$ cat config.mk
export PLATFORM = sky130hd
export DESIGN_NAME = wb_trace_monitor
export DESIGN_NICKNAME = d
export VERILOG_FILES = /design/src/rtl/wb_trace_monitor.sv
export SDC_FILE = /design/constraint.sdc
export NUM_CORES = 1
export LEC_CHECK = 0
export CAP_MARGIN = 20
export CORE_MARGIN = 5
export CORE_UTILIZATION = 35
export DETAILED_ROUTE_END_ITERATION = 16
export GPL_TIMING_DRIVEN = 0
export HOLD_SLACK_MARGIN = 0.08
export SLEW_MARGIN = 20
export SYNTH_ARGS = -nofsm -noshare
export SYNTH_HDL_FRONTEND = slang
export SYNTH_SLANG_ARGS = --single-unit
$ cat constraint.sdc
create_clock -name clk -period 9.2 [get_ports clk]
set_input_delay 1.84 -clock clk [delete_from_list [all_inputs] [get_ports clk]]
set_output_delay 1.84 -clock clk [all_outputs]
set_load 0.005 [all_outputs]
$ cat src/rtl/wb_trace_monitor.sv
// Write-back trace monitor: logs each WriteData change with its PC in a FWFT FIFO,
// tracks the minimum written value and freezes all statistics once the PC stalls.
module wb_trace_monitor #(
    parameter int DEPTH       = 8,
    parameter int HALT_CYCLES = 4,
    parameter int CW          = 16
) (
    input  logic          clk,
    input  logic          rst,
    input  logic [31:0]   WriteData,
    input  logic [31:0]   ProgramCounter,
    input  logic          rd_en,
    output logic [31:0]   rd_data,
    output logic [31:0]   rd_pc,
    output logic          empty,
    output logic          full,
    output logic          overflow,
    output logic          min_valid,
    output logic [31:0]   min_value,
    output logic [31:0]   min_pc,
    output logic [CW-1:0] cycle_count,
    output logic [CW-1:0] change_count,
    output logic          halted,
    output logic [31:0]   halt_pc
);

    localparam int AW = $clog2(DEPTH);
    localparam int SW = $clog2(HALT_CYCLES + 1);

    typedef enum logic [1:0] {IDLE, RUN, HALTED} state_t;

    state_t        state_q, state_d;
    logic [31:0]   wd_prev, pc_prev;
    logic [SW-1:0] stable_cnt;
    logic [31:0]   wd_mem [DEPTH];
    logic [31:0]   pc_mem [DEPTH];
    logic [AW-1:0] wr_ptr, rd_ptr;
    logic [AW:0]   count;

    logic run, change, pop, push_ok, min_upd, pc_eq, halt_hit;

    assign run      = (state_q == RUN);
    assign change   = run && (WriteData != wd_prev);
    assign pc_eq    = (ProgramCounter == pc_prev);
    assign halt_hit = run && pc_eq && (stable_cnt == SW'(HALT_CYCLES - 1));
    assign empty    = (count == '0);
    assign full     = (count == (AW+1)'(DEPTH));
    assign pop      = rd_en && !empty;
    // A full FIFO still accepts a push when the head leaves on the same edge.
    assign push_ok  = change && (!full || pop);
    assign min_upd  = change && (!min_valid || (WriteData < min_value));
    assign halted   = (state_q == HALTED);
    assign rd_data  = empty ? 32'd0 : wd_mem[rd_ptr];
    assign rd_pc    = empty ? 32'd0 : pc_mem[rd_ptr];

    always_ff @(posedge clk) begin
        if (rst) state_q <= IDLE;
        else     state_q <= state_d;
    end

    always_comb begin
        state_d = state_q;
        case (state_q)
            IDLE:    state_d = RUN;
            RUN:     if (halt_hit) state_d = HALTED;
            HALTED:  state_d = HALTED;
            default: state_d = IDLE;
        endcase
    end

    always_ff @(posedge clk) begin
        if (rst) begin
            wd_prev      <= '0;
            pc_prev      <= '0;
            stable_cnt   <= '0;
            wr_ptr       <= '0;
            rd_ptr       <= '0;
            count        <= '0;
            overflow     <= 1'b0;
            min_valid    <= 1'b0;
            min_value    <= 32'hFFFF_FFFF;
            min_pc       <= '0;
            cycle_count  <= '0;
            change_count <= '0;
            halt_pc      <= '0;
        end else begin
            if (state_q == IDLE || run) begin
                wd_prev <= WriteData;
                pc_prev <= ProgramCounter;
            end
            if (run) begin
                if (cycle_count != '1) cycle_count <= cycle_count + 1'b1;
                stable_cnt <= pc_eq ? stable_cnt + 1'b1 : '0;
                if (change && change_count != '1) change_count <= change_count + 1'b1;
                if (change && full && !pop) overflow <= 1'b1;
                if (min_upd) begin
                    min_value <= WriteData;
                    min_pc    <= ProgramCounter;
                    min_valid <= 1'b1;
                end
                if (halt_hit) halt_pc <= ProgramCounter;
            end
            if (push_ok) wr_ptr <= wr_ptr + 1'b1;
            if (pop)     rd_ptr <= rd_ptr + 1'b1;
            if (push_ok && !pop)      count <= count + 1'b1;
            else if (pop && !push_ok) count <= count - 1'b1;
        end
    end

    // Storage carries no reset; rd_data/rd_pc are masked while empty.
    always_ff @(posedge clk) begin
        if (!rst && push_ok) begin
            wd_mem[wr_ptr] <= WriteData;
            pc_mem[wr_ptr] <= ProgramCounter;
        end
    end

endmodule

==> impl_metrics.tcl, run 1 <==
set metrics [dict create \
    clock-sinks 724 \
    antenna_found_initial 3 \
    start_util 0.3514 \
    netlist_instances 1952 \
    fin_crit_sh 0.6268 \
    critPathBufInv 3 \
    rsz0062_at_grt "no" \
    grt_pass1_wl_mm 117.4 \
    fin_skew_ns 0.02173 \
    drv_cap 0 \
    ys_seq_area_frac 0.6704 \
    fp.dieArea_mm2 0.08949 \
    dp_hpwl_mm 52.58 \
    path_max_fanout 10 \
    ys_ff_latch 724 \
    cp.required_ns 7.36 \
    critPathMaxStageDelay_ns 0.81 \
    coreArea_mm2 0.08329 \
    p_per_area_mw_per_mm2 269.5 \
    port_buffers 262 \
    hold_viol 0 \
    grt_overflow 0 \
    cts_max_level 3 \
    firstDrtPassIters 5 \
    min_path_type "register to register" \
    placementRows 106 \
    drc_errors 0 \
    routedWlPerCell_um 22.73 \
    setup_viol 0 \
    dp_cells 3306 \
    drv_slew 0 \
    cts-resized-gates 0 \
    clk_pin_slew_worst_paths_ns 0.06 \
    io_pins 264 \
    clock_latency_ns 0.61 \
    p_total_mw 9.774 \
    netlist_area_mm2 0.02926 \
    path_class "register to primary output" \
    grtUsageTotal 0.1726 \
    ys_async_sr_fraction 0 \
    status "finished clean" \
    clock_path_buffers 3 \
    setup_tns_ns 0 \
    post_cts_buffers 0 \
    final_nets 2419 \
    startpoint_type "register" \
    via_per_inst 5.070 \
    cpLargestDelayFamily "buffers and inverters" \
    die_width_um 299.2 \
    grt_max_degree 38 \
    vias 17520 \
    path_cells "clkbuf_1 -> buf_1 -> mux4_2 -> mux2i_1 -> nor2_1 -> clkdlybuf4s50_1" \
    p_leak_nw 12.40 \
    synthesis.nets 2063 \
    ir_drop_uv 135.3 \
    stdcell_count 3455 \
    grt_pass1_vias 18380 \
    synth-edff-count 512 \
    cts_tree "yes" \
    crit_arrival_ns 3.93 \
    crit_slowest_cell "buf_1" \
    synthFlopType "edfxtp_1" \
    cts-buffers-inserted 80 \
    end_kind "primary output" \
    synth_area_per_cell_um2 14.99 \
    slew_headroom 0.2703 \
    ant_nets 0 \
    root_buffer "clkbuf_16" \
    syn_to_final_growth_pct 23.95 \
    hold_buffers 0 \
    drtIter0Drc 1228 \
    tightest_slew_ns 1.095 \
    max_freq_mhz 173.4 \
    die_h_um 299.2 \
    nFillCells 7418 \
    drt-total-wl_mm 78.52 \
    min_period_ns 5.767 \
    drive_gt1_frac 0.1255 \
    gp_congestion 0.7847 \
    final.setup.worst_slack_ns 3.433 \
    ys.warnings.count 0 \
    synth_cell_types 52 \
    dp_slack_ns 3.171 \
]
-- worst reg2reg max path, cell delays in order (launching register included) --
cell and delay [ns]:
dfxtp_1 0.33, inv_1 0.09, ha_1 0.40, clkbuf_1 0.55
o211a_1 0.34, clkbuf_1 0.42, ha_1 0.29, inv_1 0.10
ha_1 0.28, a21o_1 0.18, a21oi_1 0.17, xnor2_1 0.09
or3_1 0.31, a21oi_1 0.14
-- where the power goes --
part	internal, mW	total [mW]	switching (mW)
registers	3.75	3.90	0.146
logic	1.21	2.60	1.39
clock network	2.01	3.28	1.27
-- sequential cells by signal, summed over array words and instances, names as in the netlist, 4 cells and up, named ones only --
signal	count
wd_mem	256
pc_mem	256
min_value	32
halt_pc	32
change_count	16
pc_prev	32
wd_prev	32
count	4
cycle_count	16
min_pc	32
-- cell usage after synthesis (6+ instances only) --
| cell | instances | area, µm² |
|---|---|---|
| edfxtp_1 | 512 | 15370 |
| dfxtp_1 | 212 | 4244 |
| nor2_1 | 194 | 728.2 |
| mux2i_1 | 167 | 1672 |
| nand2_1 | 145 | 544.3 |
| mux4_2 | 128 | 2883 |
| a21oi_1 | 100 | 500.5 |
| nand2b_1 | 72 | 450.4 |
| clkbuf_1 | 64 | 240.2 |
| inv_1 | 46 | 172.7 |
| xor2_1 | 44 | 385.4 |
| ha_1 | 43 | 538.0 |
| xnor2_1 | 36 | 315.3 |
| buf_1 | 24 | 90.09 |
| nand4_1 | 22 | 137.6 |
| o21ai_0 | 17 | 85.08 |
| nor4_1 | 13 | 81.33 |
| or3_1 | 13 | 81.33 |
| nand3_1 | 11 | 55.05 |
| or4_1 | 11 | 82.58 |
| buf_2 | 9 | 45.04 |
| o31ai_1 | 8 | 60.06 |
| a21o_1 | 7 | 52.55 |
| and3_1 | 6 | 37.54 |
| nor3_1 | 6 | 30.03 |
-- metrics by stage --
step           area (µm²)  utilization  hold slack, ns
2_1_floorplan       29260            -          0.4433
3_3_place_gp        33240       0.3991          0.4497
3_5_place_dp        33540       0.4027          0.4570
4_1_cts             36270       0.4355          0.4649
5_1_grt             36270       0.4355          0.4822
6_report            36270       0.4355          0.4613
-- final cells by class --
cell class	count	area, µm²	share of cell area
Timing Repair Buffer	274	2893	0.07975
Buffer	102	430.4	0.01187
Clock inverter	33	407.9	0.01124
Tap cell	1080	1351	0.03725
Antenna cell	1	2.502	0.00006899
Clock buffer	115	2320	0.06395
Sequential cell	724	19620	0.5409
Inverter	46	172.7	0.004760
Multi-Input combinational cell	1080	9077	0.2503
-- kinds of logic after synthesis --
kind of cell | count (synthesis) | synth area share
xor+xnor | 80 | 0.02394
fa+ha+maj | 44 | 0.01907
flops | 724 | 0.6704
simple gates | 513 | 0.08153
buf+inv | 148 | 0.02052
compound gates | 146 | 0.02813
mux | 297 | 0.1564
-- worst paths after layout --
check	startpoint	end	slack, ns	depth (start not counted)
min	pc_prev[18]	pc_prev[18]	0.46	2
max	register	rd_pc[12]	3.43	6
min reg2reg	pc_prev[18]	pc_prev[18]	0.46	2
max reg2reg	state_q[1]	count[3]	5.44	13
-- layout by cell type (no fill, tap or decap), types with 9 or more instances in the layout --
cell and instances:
edfxtp_1 512, clkdlybuf4s50_1 262, dfxtp_1 212, nor2_1 194, mux2i_1 167, nand2_1 145
mux4_2 128, a21oi_1 100, clkbuf_16 84, clkbuf_1 80, nand2b_1 72, inv_1 46
xor2_1 44, ha_1 43, xnor2_1 36, buf_1 23, nand4_1 22, o21ai_0 16
nor4_1 13, or3_1 13, clkinv_2 13, or4_1 11, nand3_1 11, buf_2 9
clkbuf_8 9, bufinv_16 9
-- metal layers --
layer | wire (µm) | track usage | vias to the layer above | share of wire
met4 | 1808 | 0.05367 | 4 | 0.023
met5 | 27 | 0 | - | 0.00034
met3 | 4747 | 0.03390 | 107 | 0.060
met2 | 37740 | 0.2855 | 512 | 0.48
met1 | 34200 | 0.2318 | 8908 | 0.44
li1 | - | - | 7987 | -
Note: power is estimated with default switching activity, not from simulation.
==> inputs of run 2 (changes only) <==
==> constraint.sdc (replaced) <==
create_clock -name clk -period 4.63 [get_ports clk]
set_input_delay 0.926 -clock clk [delete_from_list [all_inputs] [get_ports clk]]
set_output_delay 0.926 -clock clk [all_outputs]
set_load 0.005 [all_outputs]
==> run 2 against run 1 <==
Effect of this change:
- routed wire length is 0.13% higher
- setup slack lost 3.2 ns
- critical path depth increased by 8
- clock skew grew 0.00056 ns
==> impl_metrics.tcl, run 2 (synthesis results as in run 1) <==
set metrics [dict create \
    status "finished clean" \
    cts_tree "yes" \
    final_common_cell "edfxtp_1" \
    cp.required_ns 5.16 \
    nFillCells 7410 \
    cts-buffers-inserted 80 \
    min_period_ns 4.431 \
    coreArea_mm2 0.08329 \
    path_cells "clkdlybuf4s50_1 -> xor2_1 -> nor4_1 -> nand4_1 -> o211a_1 -> clkbuf_1 -> ha_1 -> inv_1 -> ha_1 -> a21o_1 -> a21oi_1 -> xnor2_1 -> or3_1 -> a21oi_1" \
    vias 17520 \
    rrSetupSlack_ns 0.84 \
    cts_max_level 3 \
    drv_cap 0 \
    clock_path_buffers 3 \
    drc_errors 0 \
    slew_headroom 0.2416 \
    min_path_cells 2 \
    antenna_found_initial 3 \
    rr_worst_depth 13 \
    end_kind "register" \
    r2r_start "state_q[1]" \
    crit_arrival_ns 4.96 \
    whs_ns 0.4633 \
    grt_pass1_wl_mm 117.5 \
    hold_end "pc_prev[18]" \
    port_buffers 262 \
    layout_common_cells "edfxtp_1 (512), clkdlybuf4s50_1 (258), dfxtp_1 (212)" \
    critPathMaxStageDelay_ns 0.70 \
    max_freq_mhz 225.7 \
    grtUsageTotal 0.1727 \
    startpoint_type "primary input" \
    path_class "primary input to register" \
    dp_cells 3306 \
    drive_gt1_frac 0.1309 \
    multi_input_area_mm2 0.009077 \
    gp_congestion 0.7847 \
    p_leak_nw 12.48 \
    root_buffer "clkbuf_16" \
    grt_overflow 0 \
    fin_crit_sh 0.9570 \
    die_width_um 299.2 \
    design_area_mm2 0.03631 \
    fin_skew_ns 0.02229 \
    tightest_slew_ns 1.138 \
    fp.dieArea_mm2 0.08949 \
    placed_cell_area_mm2 0.03354 \
    final_nets 2420 \
    min_path_type "register to register" \
    placementRows 106 \
    rsz0062_at_grt "no" \
    hold_viol 0 \
    crit_slowest_cell "clkdlybuf4s50_1" \
    setup_viol 0 \
    syn_to_final_growth_pct 24.08 \
    clk_pin_slew_worst_paths_ns 0.06 \
    p_per_area_mw_per_mm2 535.0 \
    biggestRegsByFlops "pc_mem (256), wd_mem (256)" \
    drtIter0Drc 1216 \
    io_pins 264 \
    grt_max_degree 38 \
    start_util 0.3514 \
    die_h_um 299.2 \
    ant_nets 0 \
    firstDrtPassIters 5 \
    path_max_fanout 12 \
    dp_hpwl_mm 52.58 \
    clock-sinks 724 \
    ff_latch_area_mm2 0.01962 \
    drt-total-wl_mm 78.62 \
    startpoint "WriteData[4]" \
    r2r-end "count[3]" \
    clock_latency_ns 0.61 \
    min-delay-start "pc_prev[18]" \
    stdcell_count 3456 \
    via_per_inst 5.069 \
    drv_slew 0 \
    grt_pass1_vias 18380 \
    routedWlPerCell_um 22.75 \
    ir_drop_uv 268.6 \
]
[run 2: cell count changes in the layout (fill, tap and decap cells not counted)]
cell | before | now
clkbuf_1 | 80 | 78
clkbuf_2 | 5 | 16
buf_1 | 23 | 13
buf_4 | 1 | 2
clkdlybuf4s15_2 | 0 | 1
dlymetal6s2s_1 | 0 | 4
clkdlybuf4s50_1 | 262 | 258
[run 2: area by class of cell]
class,instances,share of cell area
flip-flops and latches,724,0.5403
well taps,1080,0.03721
inverters,46,0.004755
plain buffers,102,0.01244
multi-input cells,1080,0.2500
diodes,1,0.00006891
repair buffers,275,0.08015
clock inverters,33,0.01123
clock buffers,115,0.06388
[run 2: worst max-delay path by stage]
stage | cells past startpoint | to | slack [ns]
2_1_floorplan | 6 | pc_mem[0][0] | 0.83
3_3_place_gp | 7 | wd_mem[4][24] | -2.11
3_5_place_dp | 14 | count[3] | -0.49
4_1_cts | 6 | rd_data[5] | 0.002
5_1_grt | 14 | count[3] | 0.002
6_report | 14 | count[3] | 0.20
[run 2: report_power, final]
part	internal, mW	total, mW	switching, mW
combinational	2.41	5.16	2.75
clock	3.99	6.52	2.53
sequential	7.45	7.74	0.291
[run 2: layer usage]
metal	GRT usage	vias to the layer above	part of all wire
met2	0.2847	462	0.48
met4	0.05445	4	0.023
met5	0	-	0.00034
li1	-	7987	-
met1	0.2325	8964	0.44
met3	0.03390	103	0.054
[run 2: through the flow]
stage                 util  setup TNS [ns]  total power, mW  worst slack (ns)
finish              0.4360               0            19.43            0.1990
global route        0.4359               0            20.37          0.002394
CTS                 0.4357               0            19.70          0.001528
detailed placement  0.4027          -11.32            13.13           -0.4852
global placement    0.3991        -1053.35            12.99            -2.109
floorplan                -               0            10.73            0.8334
[run 2: critical path: cells and delay by family]
kind	cells	cell delay (ns)
buffers and inverters	3	1.09
AO/OA/AOI/OAI	4	0.89
XOR/XNOR	2	0.37
adder cells (fa/ha/maj)	2	0.53
AND/OR/NAND/NOR	3	1.13
[run 2: repair_timing]
item	4_1_cts	5_1_grt
hold buffers	0	0
pin swaps	0	2
gates resized for setup	5	23
setup endpoints to repair	64	31
endpoints found under the hold margin	0	0
setup buffers	0	1
==> inputs of run 3 (changes only) <==
==> constraint.sdc (replaced) <==
create_clock -name clk -period 4.9 [get_ports clk]
set_input_delay 0.98 -clock clk [delete_from_list [all_inputs] [get_ports clk]]
set_output_delay 0.98 -clock clk [all_outputs]
set_load 0.005 [all_outputs]
==> run 3 against run 2 <==
Effect of this change:
- die area is the same
- core utilization is essentially flat
- first-iteration DRC count grew 3.7%
- global-route usage is essentially flat
- clock skew is essentially flat
==> impl_metrics.tcl, run 3 (synthesis results as in run 1) <==
set metrics [dict create \
    clk_pin_slew_worst_paths_ns 0.05 \
    startpoint_type "register" \
    dp_slack_ns -0.2692 \
    root_buffer "clkbuf_16" \
    placementRows 106 \
    fin_crit_sh 0.9645 \
    max_freq_mhz 211.6 \
    syn_to_final_growth_pct 23.98 \
    grt_max_degree 38 \
    firstDrtPassIters 5 \
    post_cts_buffers 0 \
    min_path_type "register to register" \
    die_h_um 299.2 \
    biggestRegsByFlops "pc_mem (256), wd_mem (256)" \
    grt_pass1_wl_mm 117.4 \
    path_max_fanout 10 \
    switchingPower_mw 5.271 \
    final_nets 2419 \
    final_util 0.4356 \
    wl_met2_mm 37.68 \
    hold_buffers 0 \
    die_width_um 299.2 \
    port_buffers 262 \
    vias 17500 \
    rsz0062_at_grt "no" \
    setup_tns_ns 0 \
    min_period_ns 4.726 \
    cp.required_ns 3.92 \
    switching_share 0.2871 \
    clock_latency_ns 0.61 \
    multi_input_area_mm2 0.009077 \
    path_cells "clkbuf_1 -> clkbuf_1 -> mux4_2 -> mux2i_1 -> nor2_1 -> clkdlybuf4s50_1" \
    fin_skew_ns 0.02258 \
    design_area_mm2 0.03628 \
    gp_congestion 0.7847 \
    ff_latch_area_mm2 0.01962 \
    stdcell_count 3456 \
    routedWlPerCell_um 22.77 \
    rrSetupSlack_ns 1.13 \
    final.setup.worst_slack_ns 0.1741 \
    clockPowerShare 0.336 \
    antenna_found_initial 3 \
    slew_headroom 0.2707 \
    p_comb_frac 0.266 \
    cts_max_level 3 \
    p_per_area_mw_per_mm2 506.0 \
    cts_tree "yes" \
    p_total_mw 18.36 \
    crit_arrival_ns 3.75 \
    top_layer "met5" \
    fp.dieArea_mm2 0.08949 \
    drv_cap 0 \
    nFillCells 7417 \
    coreArea_mm2 0.08329 \
    grt_overflow 0 \
    drtIter0Drc 1261 \
    dp_cells 3306 \
    drc_errors 0 \
    clock_path_buffers 3 \
    critPathMaxStageDelay_ns 0.77 \
    wl_met3_mm 4.542 \
    grt_pass1_vias 18380 \
    clock-sinks 724 \
    whs_ns 0.4623 \
    cts-resized-gates 2 \
    final_common_cell "edfxtp_1" \
    seqPwrFrac 0.399 \
    cpMostUsedCell "clkbuf_1" \
    grtUsageTotal 0.1727 \
    start_util 0.3514 \
    placed_cell_area_mm2 0.03354 \
    layout_common_cells "edfxtp_1 (512), clkdlybuf4s50_1 (262), dfxtp_1 (212)" \
    crit_slowest_cell "clkbuf_1" \
    internal-power_mw 13.09 \
    hold_viol 0 \
    setup_viol 0 \
    drt-total-wl_mm 78.70 \
    dp_hpwl_mm 52.58 \
    p_leak_nw 12.40 \
    path_class "register to primary output" \
    status "finished clean" \
    ant_nets 0 \
    tightest_slew_ns 1.094 \
    cts-buffers-inserted 80 \
    drive_gt1_frac 0.1255 \
    wl_met1_mm 34.54 \
    ir_drop_uv 255.4 \
    end_kind "primary output" \
    drv_slew 0 \
    via_per_inst 5.063 \
    io_pins 264 \
]
run 3: layer usage:
metal | track usage | vias up
met5 | 0 | -
met4 | 0.05445 | 4
met3 | 0.03390 | 113
met2 | 0.2847 | 467
met1 | 0.2322 | 8934
li1 | - | 7978
run 3: power groups by stage:
stage	sequential, mW	clock (mW)	combinational [mW]
floorplan	7.40	0	2.74
global placement	7.44	0	4.84
detailed placement	7.44	0	4.97
CTS	7.31	6.30	4.99
global route	7.36	6.55	5.33
finish	7.32	6.16	4.88
run 3: cell type report:
type                       instances  share of cell area
antenna                            2           0.0001379
buffer                           102             0.01204
clock buffer                     115             0.06394
clock inverter                    33             0.01124
inverter                          46            0.004759
multi-input combinational       1080              0.2502
sequential                       724              0.5407
tap                             1080             0.03724
timing repair buffer             274             0.07973
run 3: worst paths after layout:
kind                                   from          end  depth (start not counted)
worst max-delay path               register   rd_data[0]                          6
worst min-delay path            pc_prev[18]  pc_prev[18]                          2
worst max register to register   state_q[1]     count[3]                         13
worst min register to register  pc_prev[18]  pc_prev[18]                          2
run 3: worst max-delay path, delay by kind of cell, from the launching register on:
| kind | cells | cell delay (ns) |
|---|---|---|
| DFF | 1 | 0.32 |
| muxes | 2 | 0.41 |
| buffers and inverters | 3 | 2.03 |
| and+or+nand+nor | 1 | 0.38 |
